===== src/rtl/wb_arb_pkg.sv =====
`default_nettype none
// ============================================================================
// Module   : wb_arb_pkg
// Purpose  : Shared types and helpers for the Wishbone round-robin arbiter.
// Revision : 1.0  initial release
// ============================================================================
package wb_arb_pkg;

   // Largest master count the picker is written for
   localparam int unsigned MAX_NM = 8;

   // Arbiter ownership state
   typedef enum logic [0:0] {
      ARB_IDLE = 1'b0,
      ARB_BUSY = 1'b1
   } arb_state_e;

   // Index width that never collapses to zero bits
   function automatic int unsigned clog2_min1(input int unsigned n);
      return (n < 2) ? 1 : $clog2(n);
   endfunction

endpackage
`default_nettype wire


===== src/rtl/wb_rr_pick.sv =====
`default_nettype none
// ============================================================================
// Module   : wb_rr_pick
// Purpose  : Combinational round-robin picker. Returns the first set request
//            at or after ptr, wrapping around NM entries.
// Revision : 1.0  initial release
// ============================================================================
module wb_rr_pick
   import wb_arb_pkg::*;
#(
   parameter int unsigned NM = 2,
   parameter int unsigned PW = clog2_min1(NM)
) (
   input  logic [NM-1:0] req,
   input  logic [PW-1:0] ptr,
   output logic [PW-1:0] idx,
   output logic          valid
);

   logic [2*NM-1:0]   dbl;
   logic [2*NM-1:0]   dbl_sh;
   logic [MAX_NM-1:0] rot_ext;
   int unsigned       offset;
   int unsigned       sum;

   // Rotate requests so ptr lands on bit 0, then take the lowest set bit
   always_comb begin
      dbl     = {req, req};
      dbl_sh  = dbl >> ptr;
      rot_ext = '0;
      rot_ext[NM-1:0] = dbl_sh[NM-1:0];
      offset  = 0;
      for (int i = MAX_NM - 1; i >= 0; i--) begin
         if (rot_ext[i]) offset = i;
      end
      sum = 32'(ptr) + offset;
      if (sum >= NM) sum = sum - NM;
      idx   = PW'(sum);
      valid = |req;
   end

endmodule
`default_nettype wire


===== src/rtl/wb_rr_arbiter.sv =====
`default_nettype none
// ============================================================================
// Module   : wb_rr_arbiter
// Purpose  : Round-robin arbiter sharing one pipelined Wishbone B4 slave port
//            between NM masters. Ownership lasts for a whole CYC envelope.
//            Optional macro WB_ARB_TIMEOUT_EN adds a no-response watchdog that
//            errors the owner and releases the bus after TIMEOUT cycles.
// Revision : 1.0  initial release
// ============================================================================
module wb_rr_arbiter
   import wb_arb_pkg::*;
#(
   parameter  int unsigned NM      = 2,
   parameter  int unsigned AW      = 32,
   parameter  int unsigned DW      = 32,
`ifdef WB_ARB_TIMEOUT_EN
   parameter  int unsigned TIMEOUT = 1024,
`endif
   localparam int unsigned GW      = clog2_min1(NM),
   localparam int unsigned SW      = DW / 8
) (
   input  logic             clk,
   input  logic             rst,
   input  logic [NM-1:0]    m_cyc,
   input  logic [NM-1:0]    m_stb,
   input  logic [NM-1:0]    m_we,
   input  logic [NM*AW-1:0] m_adr,
   input  logic [NM*SW-1:0] m_sel,
   input  logic [NM*DW-1:0] m_dat_w,
   output logic [DW-1:0]    m_dat_r,
   output logic [NM-1:0]    m_ack,
   output logic [NM-1:0]    m_err,
   output logic [NM-1:0]    m_stall,
   output logic             s_cyc,
   output logic             s_stb,
   output logic             s_we,
   output logic [AW-1:0]    s_adr,
   output logic [SW-1:0]    s_sel,
   output logic [DW-1:0]    s_dat_w,
   input  logic [DW-1:0]    s_dat_r,
   input  logic             s_ack,
   input  logic             s_err,
   input  logic             s_stall,
   output logic [GW-1:0]    grant,
   output logic             busy
);

   arb_state_e      state_q, state_d;
   logic [GW-1:0]   grant_q, grant_d;
   logic [GW-1:0]   rr_ptr_q, rr_ptr_d;
   logic [GW-1:0]   pick_idx;
   logic            pick_valid;
   logic            tmo_active;   // cycle in which the forced error is presented
   logic            owner_live;

   wb_rr_pick #(.NM(NM), .PW(GW)) u_pick (
      .req   (m_cyc),
      .ptr   (rr_ptr_q),
      .idx   (pick_idx),
      .valid (pick_valid)
   );

`ifdef WB_ARB_TIMEOUT_EN
   localparam int unsigned CW = $clog2(TIMEOUT + 1);

   logic [CW-1:0] cnt_q, cnt_d;
   logic          to_q, to_d;

   // Watchdog: count BUSY cycles without a response, flag the expiry cycle
   always_comb begin
      cnt_d = cnt_q;
      to_d  = 1'b0;
      if (state_q == ARB_IDLE || s_ack || s_err) begin
         cnt_d = '0;
      end else begin
         cnt_d = cnt_q + 1'b1;
      end
      to_d = (state_q == ARB_BUSY) && !to_q && m_cyc[grant_q] &&
             !s_ack && !s_err && (cnt_q == CW'(TIMEOUT - 1));
   end

   // Watchdog registers
   always_ff @(posedge clk) begin
      if (rst) begin
         cnt_q <= '0;
         to_q  <= 1'b0;
      end else begin
         cnt_q <= cnt_d;
         to_q  <= to_d;
      end
   end

   assign tmo_active = to_q;
`else
   assign tmo_active = 1'b0;
`endif

   // Ownership FSM: grant on any request, release when the owner drops CYC
   always_comb begin
      state_d  = state_q;
      grant_d  = grant_q;
      rr_ptr_d = rr_ptr_q;
      case (state_q)
         ARB_IDLE: begin
            if (pick_valid) begin
               state_d  = ARB_BUSY;
               grant_d  = pick_idx;
               rr_ptr_d = (pick_idx == GW'(NM - 1)) ? '0 : pick_idx + 1'b1;
            end
         end
         ARB_BUSY: begin
            if (tmo_active || !m_cyc[grant_q]) state_d = ARB_IDLE;
         end
         default: state_d = ARB_IDLE;
      endcase
   end

   // FSM registers
   always_ff @(posedge clk) begin
      if (rst) begin
         state_q  <= ARB_IDLE;
         grant_q  <= '0;
         rr_ptr_q <= '0;
      end else begin
         state_q  <= state_d;
         grant_q  <= grant_d;
         rr_ptr_q <= rr_ptr_d;
      end
   end

   // Bus mux: owner drives the slave, responses go back to the owner only
   always_comb begin
      owner_live = (state_q == ARB_BUSY) && !tmo_active;
      s_cyc      = 1'b0;
      s_stb      = 1'b0;
      s_we       = 1'b0;
      s_adr      = '0;
      s_sel      = '0;
      s_dat_w    = '0;
      m_ack      = '0;
      m_err      = '0;
      m_stall    = '1;
      if (owner_live) begin
         s_cyc   = m_cyc[grant_q];
         s_stb   = m_stb[grant_q];
         s_we    = m_we[grant_q];
         s_adr   = m_adr[grant_q*AW +: AW];
         s_sel   = m_sel[grant_q*SW +: SW];
         s_dat_w = m_dat_w[grant_q*DW +: DW];
         // Responses arriving after the owner drops CYC are discarded
         m_ack[grant_q]   = s_ack & m_cyc[grant_q];
         m_err[grant_q]   = s_err & m_cyc[grant_q];
         m_stall[grant_q] = s_stall;
      end
      if (tmo_active) m_err[grant_q] = 1'b1;
   end

   assign m_dat_r = s_dat_r;
   assign grant   = grant_q;
   assign busy    = (state_q == ARB_BUSY);

endmodule
`default_nettype wire


===== config.mk =====
export PLATFORM = sky130hd
export DESIGN_NAME = wb_rr_arbiter
export DESIGN_NICKNAME = d
export VERILOG_FILES = /design/src/rtl/wb_arb_pkg.sv /design/src/rtl/wb_rr_pick.sv /design/src/rtl/wb_rr_arbiter.sv
export SDC_FILE = /design/constraint.sdc
export NUM_CORES = 1
export LEC_CHECK = 0
export CAP_MARGIN = 20
export CORE_AREA = 2 2 114 116
export CTS_BUF_LIST = sky130_fd_sc_hd__clkbuf_2 sky130_fd_sc_hd__clkbuf_4 sky130_fd_sc_hd__clkbuf_8
export CTS_CLUSTER_SIZE = 40
export DETAILED_ROUTE_END_ITERATION = 8
export DIE_AREA = 0 0 116 118
export PLACE_DENSITY = 0.59
export REMOVE_ABC_BUFFERS = 1
export SETUP_SLACK_MARGIN = 0.05
export SLEW_MARGIN = 0
export SYNTH_ARGS = -nofsm -noshare
export SYNTH_HDL_FRONTEND = slang
export SYNTH_SLANG_ARGS = --single-unit
export TNS_END_PERCENT = 1

===== constraint.sdc =====
create_clock -name clk -period 1.3 [get_ports clk]
set_input_delay 0.325 -clock clk [delete_from_list [all_inputs] [get_ports clk]]
set_output_delay 0.325 -clock clk [all_outputs]
set_load 0.005 [all_outputs]

# == Word level (Yosys, flattened, before mapping) ==
# Index checks and enable logic that the tools add are counted.
# classes
mul,0
bitwise,7
n_div,0
n_lt_le_gt_ge,3
n_eq_ne,0
n_shift,4
n_reduce_logical,3
n_mux,24
n_addsub,3
# op_table
cell,n
variable part select 64 x 7 -> 32 bit,2
2-to-1 mux 32 bit,2
2-to-1 mux 1 bit,16
variable part select 8 x 4 -> 4 bit,1
2-to-1 mux 2 bit,3
AND 2 bit,2
2-to-1 mux 4 bit,1
right shift 4 x 1 -> 2 bit,1
adder 1 x 1 -> 2 bit,1
AND 1 bit,2
greater-or-equal comparator 2 bit (second input constant),1
< comparator 1 x 2 -> 1 bit (second input constant),1
NOT 2 bit,1
bitwise OR 2 bit,1
case mux 1 bit (2 select lines),1
AND reduction 2 bit,1
OR reduction 2 bit,1
adder 1 bit (second input constant),1
demux 1 bit (select 1 bit),1
greater-or-equal comparator 1 bit (second input constant),1
logical AND 1 bit,1
NOT 1 bit,1
subtractor 1 bit (second input constant),1
# totals
rom_bits,0
regBits,3
latch_bits,0
ram_bits,0
out_inout_bits,111
n_memories,0

# == Longest topological paths before layout ==
# logic_depth
depth_word,8
depth_mapped,5
depth_no_buf,3

# == By module ==
# Synthesis repeated with hierarchy kept, for this count alone.
# unflattened
hier_cells,212
hier_area_um2,1707.9
# by_module_without_submodules
mod,area_per_inst_um2,n_inst,cells_per_inst
wb_rr_arbiter,1689.1,1,208
wb_rr_pick,18.8,1,4

# == Least setup slack after synthesis ==
# Ideal clock, no wire load.
# synth_timing
kind,register to output
startpoint,reg grant_q (netlist: grant)
endpoint,out s_adr[25]
setup_slack_ns,0.006
required_ns,0.975
path_buffers,3
t_arrival_ns,0.969
path_stages_with_launch,6
cell_sequence,dfxtp_1 -> buf_6 -> buf_8 -> buf_6 -> mux2i_1 -> nor2_1
# synth_between
elab_chain_len,2
# synth_rtl
element,line,text
start: declaration,wb_rr_arbiter.sv:49,"logic [GW-1:0] grant_q, grant_d;"
start signal: assignment,wb_rr_arbiter.sv:126,grant_q <= grant_d;
variable part select 64 x 7 -> 32 bit,wb_rr_arbiter.sv:147,s_adr = m_adr[grant_q*AW +: AW];
2-to-1 mux 32 bit,wb_rr_arbiter.sv:143,if (owner_live) begin
end: declaration,wb_rr_arbiter.sv:37,"output logic [AW-1:0] s_adr,"
# Every way passes these cells.

# == Worst setup path after layout ==
# layout_timing
startpoint,reg grant_q (netlist: grant)
endpoint,out s_dat_w[9]
# layout_between
elab_chain_len,2
# layout_rtl
element,line,text
variable part select 64 x 7 -> 32 bit,wb_rr_arbiter.sv:149,s_dat_w = m_dat_w[grant_q*DW +: DW];
2-to-1 mux 32 bit,wb_rr_arbiter.sv:143,
end: declaration,wb_rr_arbiter.sv:39,"output logic [DW-1:0] s_dat_w,"
# Every way passes these cells.

==> results.cfg <==
[timing]
hold_ws_ps = 474.9
setup_violations = 77
rsz0062_at_grt = yes
worst-slew-pin-transition_ps = 201.4
fin_ws_ps = -407.0
fin_skew_ps = 5.710
slew_headroom_pct = 86.49
fmax_mhz = 585.8
period_share_pct = 131.3
maxSlewViolCount = 0
hold_violations = 0
layout_min_cycle_time_ps = 1707
finalSetupTns_ps = -22410

[logic_synthesis]
ys_warn_count = 0
synth_edf_count = 0
synth_seq_cells = 3
syn_avg_cell_area_um2 = 7.104
syn_inst = 214
seq_area_frac_synth_pct = 3.951
async_flop_share_pct = 0
ys.flop_type = dfxtp_1
synth.top_cell.area_share_pct = 46.09
netlist_area_um2 = 1520
synth_largest_area_cell = mux2i_1
ys_top_cells_by_area = mux2i_1, nor2_1, buf_4, dfxtp_1, buf_8
ys_types = 19

[critical_path]
required_ps = 980
path_buf_inv = 4
endpoint_kind = output pin
cp_common_cell = buf_12
critPathKind = flip-flop to output pin
crit_path_start_kind = flip-flop
cp.depth = 6
cp_top_family = buffers and inverters
max_stage_delay_ps = 360
path_cells = buf_12 -> buf_12 -> buf_16 -> mux2i_1 -> nor2_1 -> buf_2
cp_slowest_cell = dfxtp_4
critPathMaxFanout = 7
r2r_cells = 5
arrival_ps = 1380

[cells_and_area]
fin_util_pct = 31.16
layout-drive-gt1-share_pct = 29.44
syn_to_final_growth_pct = 154.5
final.fill_count = 1358
final_net_count = 608
layout.cells.non_filler = 600
num_antenna_cells = 0

[routing]
drt_iter0_markers = 59
ant_nets = 0
wl_per_cell_um = 16.07
wl_um = 9642
via_per_inst = 3.820
dr.pass1.iters = 4
drc = 0
vias = 2292

[floorplan]
ios = 290
die_area_um2 = 13690
core_um2 = 12410
die_w_um = 116
fp.dieH_um = 118
start_util_pct = 12.25
placementRows = 41

[grt]
grt_usage_pct = 12.86
grt_remaining_overflow = 0
grt_pass1_wl_um = 13070
antenna_found_initial = 0
grt_pass1_vias = 2187
grt_start_max_net_pins = 37

[placed_design]
hpwl_um = 7610
io_buffers = 225
gp_congestion = 0.7842
post-place-cells = 577

[clocking]
clock_sinks = 3
cts_tree = built
cts-root-buf = clkbuf_8
clkLatencyLatePin_ps = 220
clockBufferDepth = 2
htree_levels = 1
cts.clk_slew.worst_paths_ps = 30
numCtsBuffers = 3

[hold_path]
holdPathStages = 1
hold_class = flip-flop to flip-flop

[pwr]
finalPower_mw = 1.703
p_leak_nw = 1.630
vdd_drop_max_mv = 0.1506
p_per_area_nw_per_um2 = 440.3

[status]
status = finished, violations left
violations = negative setup slack

[flow_run]
max_cap_violations = 0
[routing by layer]
metal | vias up | GRT usage (%) | wire [um]
li1 | 1108 | - | -
met1 | 1023 | 14.87 | 3734
met2 | 148 | 19.85 | 4280
met3 | 11 | 8.290 | 1480
met4 | 2 | 2.009 | 69
met5 | - | 4.314 | 76
[power by group]
group | switching (mW) | internal (mW) | leakage, nW
Clock | 0.0695 | 0.231 | 0.0262
Sequential | 0.00948 | 0.100 | 0.0258
Combinational | 0.431 | 0.862 | 1.58
Total | 0.510 | 1.19 | 1.63
[cells in the final DEF, fill, tap and decap left out]
| cell type | count |
|---|---|
| nand2_1 | 2 |
| nor2_1 | 74 |
| o21ai_0 | 2 |
| dfxtp_1 | 1 |
| clkdlybuf4s15_1 | 1 |
| a221oi_2 | 1 |
| or3_1 | 1 |
| buf_12 | 14 |
| buf_6 | 9 |
| dfxtp_4 | 1 |
| inv_1 | 1 |
| o21ai_1 | 1 |
| clkdlybuf4s50_1 | 144 |
| buf_4 | 7 |
| dfxtp_2 | 1 |
| clkbuf_2 | 33 |
| a211oi_1 | 1 |
| nand3b_1 | 1 |
| nand2b_4 | 1 |
| buf_2 | 40 |
| nand2_2 | 1 |
| clkdlybuf4s15_2 | 4 |
| mux2i_2 | 3 |
| nor2_2 | 1 |
| a21oi_1 | 3 |
| clkbuf_16 | 1 |
| mux2i_1 | 67 |
| nor2b_1 | 1 |
| clkbuf_8 | 3 |
| buf_8 | 1 |
| inv_2 | 1 |
| clkbuf_4 | 1 |
| dlygate4sd2_1 | 2 |
| buf_16 | 3 |
[worst register-to-register path: stages (launching register included)]
cell	delay (ps)
dfxtp_4	360
buf_6	130
buf_8	130
buf_6	110
o21ai_0	190
a221oi_2	80
[kinds of logic after synthesis]
family | share of synthesized area (%)
simple gates | 21.15
mux | 46.09
buf+inv | 25.35
compound gates | 3.456
flops | 3.951
[final timing paths]
kind | end | start | slack (ps)
worst max register to register | busy | grant | 190
worst min-delay path | rr_ptr_q | rr_ptr_q | 470
worst max-delay path | s_dat_w[9] | grant | -410
worst min register to register | rr_ptr_q | rr_ptr_q | 470
[state kept, by name, indices dropped and copies added, names as in the netlist]
signal and cells:
rr_ptr_q 1, busy 1, grant 1
[through the flow]
step | instance area [um2] | setup WS, ps
2_1_floorplan | 1142 | -2133
3_3_place_gp | 3801 | -646.7
3_5_place_dp | 3801 | -640.5
4_1_cts | 4029 | -499.3
5_1_grt | 3869 | -488.7
6_report | 3869 | -407.0
[layout make-up]
class / count / area [um2] / area share, %
well taps: 172 / 215.2 / 5.563
repair buffers: 259 / 2436 / 62.97
clock buffers: 4 / 48.80 / 1.261
inverters: 2 / 7.507 / 0.1940
multi-input cells: 160 / 1096 / 28.33
flip-flops and latches: 3 / 65.06 / 1.682
[synthesized netlist by cell type, drive strengths merged, types with 2 or more instances]
| master | n |
|---|---|
| nor2 | 75 |
| dfxtp | 3 |
| a21oi | 3 |
| inv | 2 |
| o21ai | 3 |
| nand2 | 3 |
| buf | 49 |
| mux2i | 70 |
[what timing repair did]
action / 4_1_cts / 5_1_grt
endpoints found under the hold margin: 0 / 0
cloned: 5 / 1
pin swaps: 6 / 9
resized for setup: 250 / 60
buffers inserted: 15 / 1
hold buffers: 0 / 0
endpoints found under the setup margin: 79 / 80
No activity file was read; power rests on OpenSTA's default activity.
